### config.mk
export PLATFORM = sky130hd
export DESIGN_NAME = conv_window_scheduler_flat
export DESIGN_NICKNAME = d
export VERILOG_FILES = /design/src/rtl/conv_sched_pkg.sv /design/src/rtl/conv_sched_if.sv /design/src/rtl/conv_tag_pipe.sv /design/src/rtl/conv_window_scheduler.sv /design/src/flat_wrapper.sv
export SDC_FILE = /design/constraint.sdc
export NUM_CORES = 1
export LEC_CHECK = 0
export ABC_AREA = 1
export BUFFER_PORTS_ARGS = -buffer_cell sky130_fd_sc_hd__clkbuf_2
export CAP_MARGIN = 40
export CORE_UTILIZATION = 62
export DETAILED_ROUTE_END_ITERATION = 10
export PLACE_DENSITY_LB_ADDON = 0.3
export RECOVER_POWER = 25
export SYNTH_ARGS = -nofsm -noshare
export SYNTH_HDL_FRONTEND = slang
export SYNTH_SLANG_ARGS = --single-unit
### constraint.sdc
create_clock -name clk -period 3.45 [get_ports clk]
set_clock_uncertainty 0.2 [all_clocks]
set_input_delay 0.69 -clock clk [delete_from_list [all_inputs] [get_ports clk]]
set_output_delay 0.69 -clock clk [all_outputs]
set_load 0.1 [all_outputs]
### src/rtl/conv_sched_pkg.sv
// Shared types and default geometry for the 5x5 convolution window scheduler.
// Imported by the interface, the tag pipeline and the top.
package conv_sched_pkg;

    localparam int DEF_IX = 28;
    localparam int DEF_IY = 28;
    localparam int DEF_KX = 5;
    localparam int DEF_KY = 5;
    localparam int DEF_CO = 3;

    localparam int XW_D = $clog2(DEF_IX);
    localparam int YW_D = $clog2(DEF_IY);
    localparam int CW_D = (DEF_CO > 1) ? $clog2(DEF_CO) : 1;

    typedef enum logic [1:0] {
        ACCEPT,
        ISSUE,
        DRAIN,
        DONE
    } state_e;

    typedef struct packed {
        logic            valid;
        logic [CW_D-1:0] ch;
        logic [XW_D-1:0] x;
        logic [YW_D-1:0] y;
    } tag_t;

endpackage

### src/rtl/conv_sched_if.sv
// Pixel handshake, MAC issue and tagged-result bundle of the scheduler.
// The scheduler uses the slave side; the pixel source / sink uses master.
interface conv_sched_if
    import conv_sched_pkg::*;
#(
    parameter int XW = XW_D,
    parameter int YW = YW_D,
    parameter int CW = CW_D
);
    logic          i_valid;
    logic          o_ready;
    logic          o_lb_shift;
    logic          o_issue;
    logic [CW-1:0] o_ch_sel;
    logic          o_res_valid;
    logic [CW-1:0] o_res_ch;
    logic [XW-1:0] o_res_x;
    logic [YW-1:0] o_res_y;
    logic          o_done;

    modport master (
        output i_valid,
        input  o_ready, o_lb_shift, o_issue, o_ch_sel,
        input  o_res_valid, o_res_ch, o_res_x, o_res_y, o_done
    );

    modport slave (
        input  i_valid,
        output o_ready, o_lb_shift, o_issue, o_ch_sel,
        output o_res_valid, o_res_ch, o_res_x, o_res_y, o_done
    );
endinterface

### src/rtl/conv_tag_pipe.sv
// Fixed-latency tag shift register that tracks MAC ops in flight.
// Synchronous clear drops every in-flight tag.
module conv_tag_pipe
    import conv_sched_pkg::*;
#(
    parameter int  LAT = 3,
    parameter type T   = tag_t
) (
    input  logic clk,
    input  logic clr_i,
    input  T     tag_i,
    output T     tag_o
);
    T pipe_q [LAT];

    always_ff @(posedge clk) begin
        if (clr_i) begin
            for (int i = 0; i < LAT; i++) pipe_q[i] <= '0;
        end else begin
            pipe_q[0] <= tag_i;
            for (int i = 1; i < LAT; i++) pipe_q[i] <= pipe_q[i-1];
        end
    end

    assign tag_o = pipe_q[LAT-1];
endmodule

### src/rtl/conv_window_scheduler.sv
// Frame sequencer for the 5x5 conv datapath: pixel accept, window
// detection, CO-way MAC time multiplexing and result tagging.
module conv_window_scheduler
    import conv_sched_pkg::*;
#(
    parameter int IX      = DEF_IX,
    parameter int IY      = DEF_IY,
    parameter int KX      = DEF_KX,
    parameter int KY      = DEF_KY,
    parameter int CO      = DEF_CO,
    parameter int MAC_LAT = 3,
    parameter int XW      = $clog2(IX),
    parameter int YW      = $clog2(IY),
    parameter int CW      = (CO > 1) ? $clog2(CO) : 1
) (
    input logic         clk,
    input logic         reset,
    conv_sched_if.slave bus
);
    localparam int DW = (MAC_LAT > 1) ? $clog2(MAC_LAT) : 1;

    localparam logic [XW-1:0] COL_LAST = XW'(IX - 1);
    localparam logic [YW-1:0] ROW_LAST = YW'(IY - 1);
    localparam logic [XW-1:0] KX_M1    = XW'(KX - 1);
    localparam logic [YW-1:0] KY_M1    = YW'(KY - 1);
    localparam logic [CW-1:0] CH_LAST  = CW'(CO - 1);
    localparam logic [DW-1:0] DRN_LAST = DW'(MAC_LAT - 1);

    typedef struct packed {
        logic          valid;
        logic [CW-1:0] ch;
        logic [XW-1:0] x;
        logic [YW-1:0] y;
    } tag_lt;

    state_e        state_q, state_d;
    logic [XW-1:0] col_q, col_d;
    logic [YW-1:0] row_q, row_d;
    logic [XW-1:0] x_q, x_d;
    logic [YW-1:0] y_q, y_d;
    logic          last_q, last_d;
    logic [CW-1:0] ch_q, ch_d;
    logic [DW-1:0] drn_q, drn_d;
    logic          accept;
    logic          win_hit;
    tag_lt         tag_in;
    tag_lt         tag_out;

    assign bus.o_ready    = (state_q == ACCEPT);
    assign accept         = bus.i_valid & bus.o_ready;
    assign bus.o_lb_shift = accept;
    assign win_hit        = (row_q >= KY_M1) && (col_q >= KX_M1);

    always_comb begin
        col_d = col_q;
        row_d = row_q;
        if (accept) begin
            if (col_q == COL_LAST) begin
                col_d = '0;
                row_d = (row_q == ROW_LAST) ? '0 : row_q + YW'(1);
            end else begin
                col_d = col_q + XW'(1);
            end
        end
    end

    always_comb begin
        state_d      = state_q;
        x_d          = x_q;
        y_d          = y_q;
        last_d       = last_q;
        ch_d         = ch_q;
        drn_d        = drn_q;
        bus.o_issue  = 1'b0;
        bus.o_ch_sel = '0;
        bus.o_done   = 1'b0;
        unique case (state_q)
            ACCEPT: begin
                if (accept && win_hit) begin
                    state_d = ISSUE;
                    x_d     = col_q - KX_M1;
                    y_d     = row_q - KY_M1;
                    last_d  = (row_q == ROW_LAST) && (col_q == COL_LAST);
                    ch_d    = '0;
                end
            end
            ISSUE: begin
                bus.o_issue  = 1'b1;
                bus.o_ch_sel = ch_q;
                if (ch_q == CH_LAST) begin
                    ch_d    = '0;
                    drn_d   = '0;
                    state_d = last_q ? DRAIN : ACCEPT;
                end else begin
                    ch_d = ch_q + CW'(1);
                end
            end
            DRAIN: begin
                if (drn_q == DRN_LAST) state_d = DONE;
                else drn_d = drn_q + DW'(1);
            end
            DONE: begin
                bus.o_done = 1'b1;
                state_d    = ACCEPT;
            end
        endcase
    end

    always_ff @(posedge clk) begin
        if (reset) begin
            state_q <= ACCEPT;
            col_q   <= '0;
            row_q   <= '0;
            x_q     <= '0;
            y_q     <= '0;
            last_q  <= 1'b0;
            ch_q    <= '0;
            drn_q   <= '0;
        end else begin
            state_q <= state_d;
            col_q   <= col_d;
            row_q   <= row_d;
            x_q     <= x_d;
            y_q     <= y_d;
            last_q  <= last_d;
            ch_q    <= ch_d;
            drn_q   <= drn_d;
        end
    end

    // Idle slots carry an all-zero tag so o_res_* stay quiet between results.
    always_comb begin
        tag_in       = '0;
        tag_in.valid = bus.o_issue;
        if (bus.o_issue) begin
            tag_in.ch = bus.o_ch_sel;
            tag_in.x  = x_q;
            tag_in.y  = y_q;
        end
    end

    conv_tag_pipe #(
        .LAT (MAC_LAT),
        .T   (tag_lt)
    ) u_tag_pipe (
        .clk   (clk),
        .clr_i (reset),
        .tag_i (tag_in),
        .tag_o (tag_out)
    );

    assign bus.o_res_valid = tag_out.valid;
    assign bus.o_res_ch    = tag_out.ch;
    assign bus.o_res_x     = tag_out.x;
    assign bus.o_res_y     = tag_out.y;
endmodule

### src/flat_wrapper.sv
// flat-port wrapper written by rule: the top's interface ports become plain ports
module conv_window_scheduler_flat import conv_sched_pkg::*;
#(
    parameter int IX      = DEF_IX,
    parameter int IY      = DEF_IY,
    parameter int KX      = DEF_KX,
    parameter int KY      = DEF_KY,
    parameter int CO      = DEF_CO,
    parameter int MAC_LAT = 3,
    parameter int XW      = $clog2(IX),
    parameter int YW      = $clog2(IY),
    parameter int CW      = (CO > 1) ? $clog2(CO) : 1
)
  (clk, reset, bus_i_valid, bus_o_ready, bus_o_lb_shift, bus_o_issue, bus_o_ch_sel, bus_o_res_valid, bus_o_res_ch, bus_o_res_x, bus_o_res_y, bus_o_done);
  conv_sched_if #(.XW(XW), .YW(YW), .CW(CW)) bus_i ();
  input logic clk;
  input logic reset;
  input wire logic [$bits(bus_i.i_valid)-1:0] bus_i_valid;
  output wire logic [$bits(bus_i.o_ready)-1:0] bus_o_ready;
  output wire logic [$bits(bus_i.o_lb_shift)-1:0] bus_o_lb_shift;
  output wire logic [$bits(bus_i.o_issue)-1:0] bus_o_issue;
  output wire logic [$bits(bus_i.o_ch_sel)-1:0] bus_o_ch_sel;
  output wire logic [$bits(bus_i.o_res_valid)-1:0] bus_o_res_valid;
  output wire logic [$bits(bus_i.o_res_ch)-1:0] bus_o_res_ch;
  output wire logic [$bits(bus_i.o_res_x)-1:0] bus_o_res_x;
  output wire logic [$bits(bus_i.o_res_y)-1:0] bus_o_res_y;
  output wire logic [$bits(bus_i.o_done)-1:0] bus_o_done;
  assign bus_i.i_valid = bus_i_valid;
  assign bus_o_ready = bus_i.o_ready;
  assign bus_o_lb_shift = bus_i.o_lb_shift;
  assign bus_o_issue = bus_i.o_issue;
  assign bus_o_ch_sel = bus_i.o_ch_sel;
  assign bus_o_res_valid = bus_i.o_res_valid;
  assign bus_o_res_ch = bus_i.o_res_ch;
  assign bus_o_res_x = bus_i.o_res_x;
  assign bus_o_res_y = bus_i.o_res_y;
  assign bus_o_done = bus_i.o_done;
  conv_window_scheduler #(.IX(IX), .IY(IY), .KX(KX), .KY(KY), .CO(CO), .MAC_LAT(MAC_LAT), .XW(XW), .YW(YW), .CW(CW)) u_core (.clk(clk), .reset(reset), .bus(bus_i));
endmodule
# Yosys cells after proc, flatten, opt, wreduce, memory -nomap -nowiden
# Memory sizes are Yosys's and may differ from the RTL's.
# Index checks and enable logic that the tools add are counted.
[word_totals]
register_bits = 27
ram_bits = 39
input_bits = 3
output_inout_bits = 19
wordCells = 66
n_memories = 1
[mem_list]
columns = ["name", "depth", "word_bits", "rd", "rd_clocked_by_memory_dff", "wr", "line_no", "source"]
rows = [
  ["u_core.u_tag_pipe.pipe_q", 3, 13, 3, 0, 3, "conv_tag_pipe.sv:14", "T pipe_q [LAT];"],
]
[op_classes]
n_addsub = 6
order_cmp = 2
eq_ne = 11
n_mux = 23
n_bitwise = 4
reduce_logical = 11
[ops]
columns = ["cell", "count"]
rows = [
  ["13-bit 2-to-1 mux", 3],
  ["2-bit 2-to-1 mux", 9],
  ["12-bit 2-to-1 mux", 1],
  ["5-bit by 1-bit adder with 5-bit output (second input constant)", 2],
  ["5-bit equality test (second input constant)", 2],
  ["5-bit by 3-bit >= comparator with 1-bit output (second input constant)", 2],
  ["5-bit 2-to-1 mux", 2],
  ["5-bit by 3-bit subtractor with 5-bit output (second input constant)", 2],
  ["2-bit equality test (second input constant)", 4],
  ["2-bit case mux with 2 select lines", 2],
  ["2-bit case mux with 4 select lines", 1],
  ["2-bit AND reduction", 3],
  ["3-bit AND reduction", 2],
  ["1-bit 2-to-1 mux", 5],
  ["2-bit by 1-bit adder with 2-bit output (second input constant)", 2],
  ["2-bit by 1-bit != test with 1-bit output (second input constant)", 2],
  ["2-bit != test (second input constant)", 2],
  ["2-bit nonzero test", 2],
  ["1-bit logical AND", 3],
  ["1-bit OR", 3],
  ["2-bit by 1-bit equality test with 1-bit output (second input constant)", 1],
  ["2-bit zero test", 1],
  ["1-bit AND", 1],
]

# Logic depth before layout (Yosys ltp)
# Gate-level depths: netlist of the first run.
[logic_depth]
depth_word = 5
ltp_mapped = 9
depth_no_buf = 8

# Cells and area by module
# From an unflattened synthesis of the first run, not the netlist that was laid out.
[unflattened]
cells_unflattened = 322
hier_area_um2 = 2650.0
[modules_own_cells]
columns = ["mod", "instances", "cells_each", "area_per_inst_um2", "seq_area_each_um2"]
rows = [
  ["conv_window_scheduler", 1, 188, 1446.4, 540.5],
  ["conv_tag_pipe", 1, 134, 1203.7, 780.7],
]

# Worst setup path before layout of the first run
# OpenSTA, ideal clock, no wires.
[synth_timing]
path_type = "reg-to-output"
from = "register u_core.state_q[0]"
to = "output port bus_o_ch_sel[0]"
arrival_time_ns = 1.804
t_required_ns = 2.560
path_slack_ns = 0.756
path_stages_with_launch = 3
path_buffers = 0
cell_sequence = "dfxtp_1 nand2_1 nor2_1"
[synth_via]
elab_chain_cells = 2
[synth_lines]
columns = ["element", "line_no", "source"]
rows = [
  ["start: declaration", "conv_window_scheduler.sv:36", "state_e state_q, state_d;"],
  ["start signal: assignment", "conv_window_scheduler.sv:120", "state_q <= state_d;"],
  ["2-bit by 1-bit equality test with 1-bit output", "conv_window_scheduler.sv:77", "unique case (state_q)"],
  ["2-bit 2-to-1 mux", "conv_window_scheduler.sv:77", ""],
  ["end: declaration", "flat_wrapper.sv:22", "output wire logic [$bits(bus_i.o_ch_sel)-1:0] bus_o_ch_sel;"],
]
# Every way passes these cells.

==> results.yml, run 1 <==
timing:
  max_freq_mhz: 406
  tns_ns: 0
  report.final.slew_viol_count: 0
  grt_setup_unrepaired: "false"
  post-route-min-period_ns: 2.46
  post-route-period-util: 0.713
  tightest_slew_ns: 0.686
  report.final.setup_viol: 0
  maxSlewHeadroom: 0.543
  report.final.hold_viol_count: 0
global_routing:
  track_usage: 0.218
  grt_first_pass_wirelength_um: 7070
  grt_pass1_vias: 1728
  grt_max_degree: 38
  initial_antenna_violation_count: 0
  globalRouteOverflowTotal: 0
place:
  number_of_cells_after_detailed_placement: 392
  place.detailed.hpwl_um: 2700
  portBuffers: 21
  place.gp.congestion: 0.854
  dpl_cell_area_um2: 2660
critical_path:
  critical_path.endpoint_type: "output pin"
  cp_cell_sequence: "nor2_4, nand2_4, inv_4, clkbuf_2"
  timing.critical_path.from_type: "register"
  critical-path-max-stage-delay_ns: 0.46
  worstPathArrival_ns: 1.57
  critical_path_peak_fanout: 8
  critical_path_required_ns: 2.56
  crit_path_top_delay_cell: "sky130_fd_sc_hd__clkbuf_2"
  setup.worst_path.class: "register to output pin"
logic_synthesis:
  mappedNetlistArea_um2: 2620
  synthCells: 340
  most_instantiated_flip_flop_cell_in_the_synthesis_netlist: "sky130_fd_sc_hd__dfxtp_1"
  ys_ff_latch: 66
  edff_count_synth: 0
  syn-num-nets: 356
  post_synth_num_cell_types: 26
  synth-async-reset-ratio: 0
  ys.warnings.count: 0
  synth.yosys.seq_area_share: 0.504
  synth_largest_area_cell: "sky130_fd_sc_hd__dfxtp_1"
  ys_top_cells_by_count: "72 x sky130_fd_sc_hd__nor2_1, 66 x sky130_fd_sc_hd__dfxtp_1, 64 x sky130_fd_sc_hd__inv_1, 56 x sky130_fd_sc_hd__nand2_1"
  synth.top_cells.by_area: "sky130_fd_sc_hd__dfxtp_1 50%, sky130_fd_sc_hd__nor2_1 10%, sky130_fd_sc_hd__inv_1 9.2%"
  avgSynthCellArea_um2: 7.71
  yosys.cell_count.top_type: "sky130_fd_sc_hd__nor2_1"
  yosysTopAreaCellShare: 0.504
layout:
  fill_count: 327
  n_antenna_cell: 0
  multiInputGateArea_um2: 910
  design_area_um2: 2890
  area_growth_syn_to_layout_pct: 10.4
  ff_latch_area_um2: 1320
  drive_gt1_frac: 0.126
  finalNonFillerCells: 408
  finalNetCount: 369
run_status:
  run_status: "complete, no violations"
cts:
  clk_root_buf: "sky130_fd_sc_hd__clkbuf_8"
  tritoncts.num_buffers: 9
  cts_buffer_depth: 2
  cts.hold.buffers_added: 0
  cts_repair_resize_count: 0
  cts.htree.levels: 3
  postCtsSetupRepairBufs: 0
  clock_sink_count: 66
  clk-insertion-delay-late_ns: 0.33
  tritoncts: "done"
  clkTransAtPathRegs_ns: 0.07
power_and_ir_drop:
  total_leakage_power_nw: 1.31
  power_density_nw_per_um2: 537
  peakVddDrop_mv: 0.349
routing:
  vias_per_cell: 4.65
  totalWireLength_um: 3990
  drtAntennaViolNets: 0
  wl_per_cell_um: 9.77
  detail_route.first_pass.iterations: 4
  route.vias.total: 1896
  drt_iter0_drc: 90
  drcViolationCount: 0
floorplan:
  core_area_um2: 4030
  initial_utilization: 0.651
  floorplan.io_pins: 22
  die_h_um: 67.0
  die-area_um2: 4490
  die_width_um: 67.0
  floorplan.rows: 23
job:
  drv_cap: 0
worst_hold_path:
  worst_hold_path_type: "register to register"
[power breakdown]
| group | switching, mW | internal, mW |
|---|---|---|
| registers | 0.00290 | 0.764 |
| clock network | 0.277 | 0.479 |
| logic | 0.0250 | 0.00739 |
| total | 0.305 | 1.25 |
[stage by stage]
stage               power (mW)  worst slack [ns]   util  hold slack, ns
finish                    1.56             0.990  0.718           0.197
global route              1.61             0.909  0.718           0.220
CTS                       1.57             0.979  0.718           0.200
detailed placement       0.816              1.11  0.660           0.194
global placement         0.816              1.13  0.660           0.190
floorplan                0.810             0.756      -           0.188
[metal layers]
layer	GRT usage	vias up	routed length (µm)
met2	0.356	39	1890
met1	0.247	831	1860
li1	-	1019	-
met5	0	-	0
met4	0.149	0	90
met3	0.0514	7	139
[area by class of cell]
| class | count | area share |
|---|---|---|
| repair buffers | 21 | 0.0363 |
| well taps | 50 | 0.0216 |
| clock inverters | 5 | 0.0355 |
| multi-input cells | 186 | 0.314 |
| clock buffers | 11 | 0.0454 |
| flip-flops and latches | 66 | 0.457 |
| inverters | 69 | 0.0904 |
[placed cells by master (no fill, tap or decap), types with 5 or more instances in the layout]
master,count
sky130_fd_sc_hd__nand3_1,13
sky130_fd_sc_hd__ha_1,13
sky130_fd_sc_hd__dfxtp_1,66
sky130_fd_sc_hd__a21oi_1,11
sky130_fd_sc_hd__nor2_1,72
sky130_fd_sc_hd__nand2_1,56
sky130_fd_sc_hd__o21ai_0,5
sky130_fd_sc_hd__clkbuf_8,9
sky130_fd_sc_hd__inv_1,64
sky130_fd_sc_hd__clkbuf_2,21
[sequential cells by signal (all words and copies together), names as in the netlist, named ones only]
| signal | cells |
|---|---|
| u_core.last_q | 1 |
| u_core.ch_q | 2 |
| u_core.col_q | 5 |
| u_core.y_q | 5 |
| u_core.state_q | 1 |
| u_core.u_tag_pipe.pipe_q | 39 |
| u_core.x_q | 5 |
| u_core.row_q | 5 |
| u_core.drn_q | 2 |
[kinds of logic (layout without fill, tap and decap cells)]
group,after synthesis,in the layout,share of synthesized area
compound gates,18,18,0.0363
xor+xnor,1,1,0.00334
buf+inv,88,106,0.149
simple gates,154,154,0.245
flops,66,66,0.504
fa+ha+maj,13,13,0.0621
[critical path: cells and delay by family (launching register included)]
kind                   cells  cell delay, ns
DFF                        1            0.37
buffers and inverters      2            0.56
and+or+nand+nor            2            0.31
[worst paths after layout]
check | end | slack, ns | from | cells after the start
hold reg to reg | u_core.u_tag_pipe.pipe_q[0][38] | 0.20 | u_core.u_tag_pipe.pipe_q[0][25] | 2
setup / recovery | bus_o_lb_shift | 0.99 | register | 4
setup reg to reg | u_core.last_q | 1.60 | u_core.row_q[3] | 8
hold / removal | u_core.u_tag_pipe.pipe_q[0][38] | 0.20 | u_core.u_tag_pipe.pipe_q[0][25] | 2
Power figures use the tool's default switching activity.
==> run 2, diff against run 1 <==
- CORE_UTILIZATION: 62 -> 52
- clock period: 3.45 -> 1.99 ns (I/O delays scaled with it)
==> run 2 against run 1 <==
  * Combinational power increased by 100%
  * Power rose by 68%
  * Die area is 19% higher
  * Flip-flop and latch count is the same
  * Non-clock buffer count increased by 3
  * First-iteration DRC count decreased by 37%
  * Final area is 3.6% higher
  * Register-to-register slack got worse by 1.4 ns
  * Largest cell class unchanged
  * Largest power group unchanged
  * Highest routed layer unchanged
==> results.yml, run 2 (synthesis gave the netlist of run 1 again) <==
worst_hold_path:
  worst_hold_path_type: "primary input to register"
layout:
  finalNetCount: 372
  area_growth_syn_to_layout_pct: 14.4
  design_area_um2: 3000
  drive_gt1_frac: 0.147
  layout_common_cells: "70 x sky130_fd_sc_hd__nor2_1, 65 x sky130_fd_sc_hd__dfxtp_1, 64 x sky130_fd_sc_hd__inv_1"
  finalNonFillerCells: 428
  mostFrequentLayoutCell: "sky130_fd_sc_hd__nor2_1"
  fill_count: 425
  largest_register_ffs: 39
  n_antenna_cell: 0
  largest-register: "u_core.u_tag_pipe.pipe_q"
critical_path:
  critical_path_required_ns: 1.39
  critical_path.endpoint_type: "output pin"
  worstPathArrival_ns: 1.35
  timing.critical_path.from_type: "register"
  setup.worst_path.class: "register to output pin"
  critical_path_peak_fanout: 4
global_routing:
  track_usage: 0.181
  initial_antenna_violation_count: 0
  globalRouteOverflowTotal: 0
  grt_max_degree: 29
  grt_first_pass_wirelength_um: 7110
  grt_pass1_vias: 1707
cts:
  clk-insertion-delay-late_ns: 0.34
  clkTransAtPathRegs_ns: 0.07
  postCtsSetupRepairBufs: 0
  cts.hold.buffers_added: 0
  tritoncts.num_buffers: 9
  tritoncts: "done"
  clock_sink_count: 66
  clk_root_buf: "sky130_fd_sc_hd__clkbuf_8"
  cts.htree.levels: 3
  cts_buffer_depth: 2
power_and_ir_drop:
  power_report.internal_total_mw: 2.05
  peakVddDrop_mv: 0.420
  total_leakage_power_nw: 1.34
  share_comb_of_total_power: 0.025
  seqPwrFrac: 0.509
  p_sw_mw: 0.563
  power_density_nw_per_um2: 870
  power.share.clock: 0.465
  netSwitchingFraction: 0.216
floorplan:
  die_width_um: 73
  die_h_um: 73
  die-area_um2: 5330
  floorplan.io_pins: 22
  floorplan.rows: 25
  core_area_um2: 4790
  initial_utilization: 0.548
place:
  portBuffers: 21
  number_of_cells_after_detailed_placement: 412
  dp_worst_setup_slack_ns: 0.211
  dpl_cell_area_um2: 2780
  place.gp.congestion: 0.841
  place.detailed.hpwl_um: 2730
timing:
  report.final.hold_viol_count: 0
  report.final.setup_viol: 0
  tightest_slew_ns: 1.07
  tns_ns: 0
  post-route-period-util: 0.978
  post-route-min-period_ns: 1.95
  report.final.slew_viol_count: 0
  final.hold.worst_slack_ns: 0.193
  maxSlewHeadroom: 0.289
  max_freq_mhz: 514
  grt_setup_unrepaired: "false"
  timing.final.ws_setup_ns: 0.0445
routing:
  detail_route.first_pass.iterations: 4
  totalWireLength_um: 4040
  vias_per_cell: 4.39
  drt_iter0_drc: 57
  wl_per_cell_um: 9.43
  drtAntennaViolNets: 0
  route.vias.total: 1877
  drcViolationCount: 0
run_status:
  run_status: "complete, no violations"
job:
  drv_cap: 0
==> run 2: cell count changes in the layout (fill, tap and decap cells not counted), sizes merged <==
cell / delta
buf: +7
bufinv: -1
clkbuf: -6
clkinv: +3
clkinvlp: -1
inv: +1
==> run 2: metal layers <==
layer	vias to the layer above	share of wire	GRT usage
met5	-	0	0
li1	1019	-	-
met2	25	0.47	0.296
met1	825	0.47	0.205
met3	8	0.030	0.0497
met4	0	0.024	0.124
==> run 2: worst paths after layout <==
| path | start | endpoint | slack, ns | cells past startpoint |
|---|---|---|---|---|
| worst min-delay path | reset | u_core.row_q[4] | 0.19 | 2 |
| worst max register to register | u_core.row_q[3] | u_core.last_q | 0.16 | 8 |
| worst max-delay path | u_core.state_q[0] | bus_o_ready | 0.04 | 2 |
| worst min register to register | u_core.u_tag_pipe.pipe_q[0][1] | u_core.u_tag_pipe.pipe_q[0][14] | 0.20 | 2 |
==> run 2: layout make-up <==
cell class,instances,area (µm²),area share
Tap cell,67,83.8,0.0280
Sequential cell,66,1320,0.441
Clock inverter,7,92.6,0.0309
Timing Repair Buffer,24,186,0.0622
Clock buffer,9,124,0.0413
Inverter,69,272,0.0906
Multi-Input combinational cell,186,917,0.306
==> run 2: timing repair <==
action	4_1_cts	5_1_grt
endpoints found under the setup margin	0	3
resized for setup	0	2
hold endpoints to repair	0	0
==> run 2: per-stage QoR <==
step | total power, mW | util
final | 2.61 | 0.626
after detailed placement | 1.42 | 0.581
after global routing | 2.71 | 0.626
after global placement | 1.42 | 0.581
after CTS | 2.64 | 0.626
after floorplan | 1.41 | -
==> run 2: worst max-delay path, cell delays in order, from the launching register on <==
cell and delay (ns):
sky130_fd_sc_hd__dfxtp_1 0.36, sky130_fd_sc_hd__nor2_4 0.17, sky130_fd_sc_hd__clkbuf_2 0.48
==> run 2: power groups by stage <==
stage	clock network [mW]	logic [mW]	registers (mW)
after floorplan	0	0.0479	1.36
after global placement	0	0.0653	1.36
after detailed placement	0	0.0656	1.36
after CTS	1.25	0.0668	1.33
after global routing	1.31	0.0735	1.33
final	1.21	0.0655	1.33
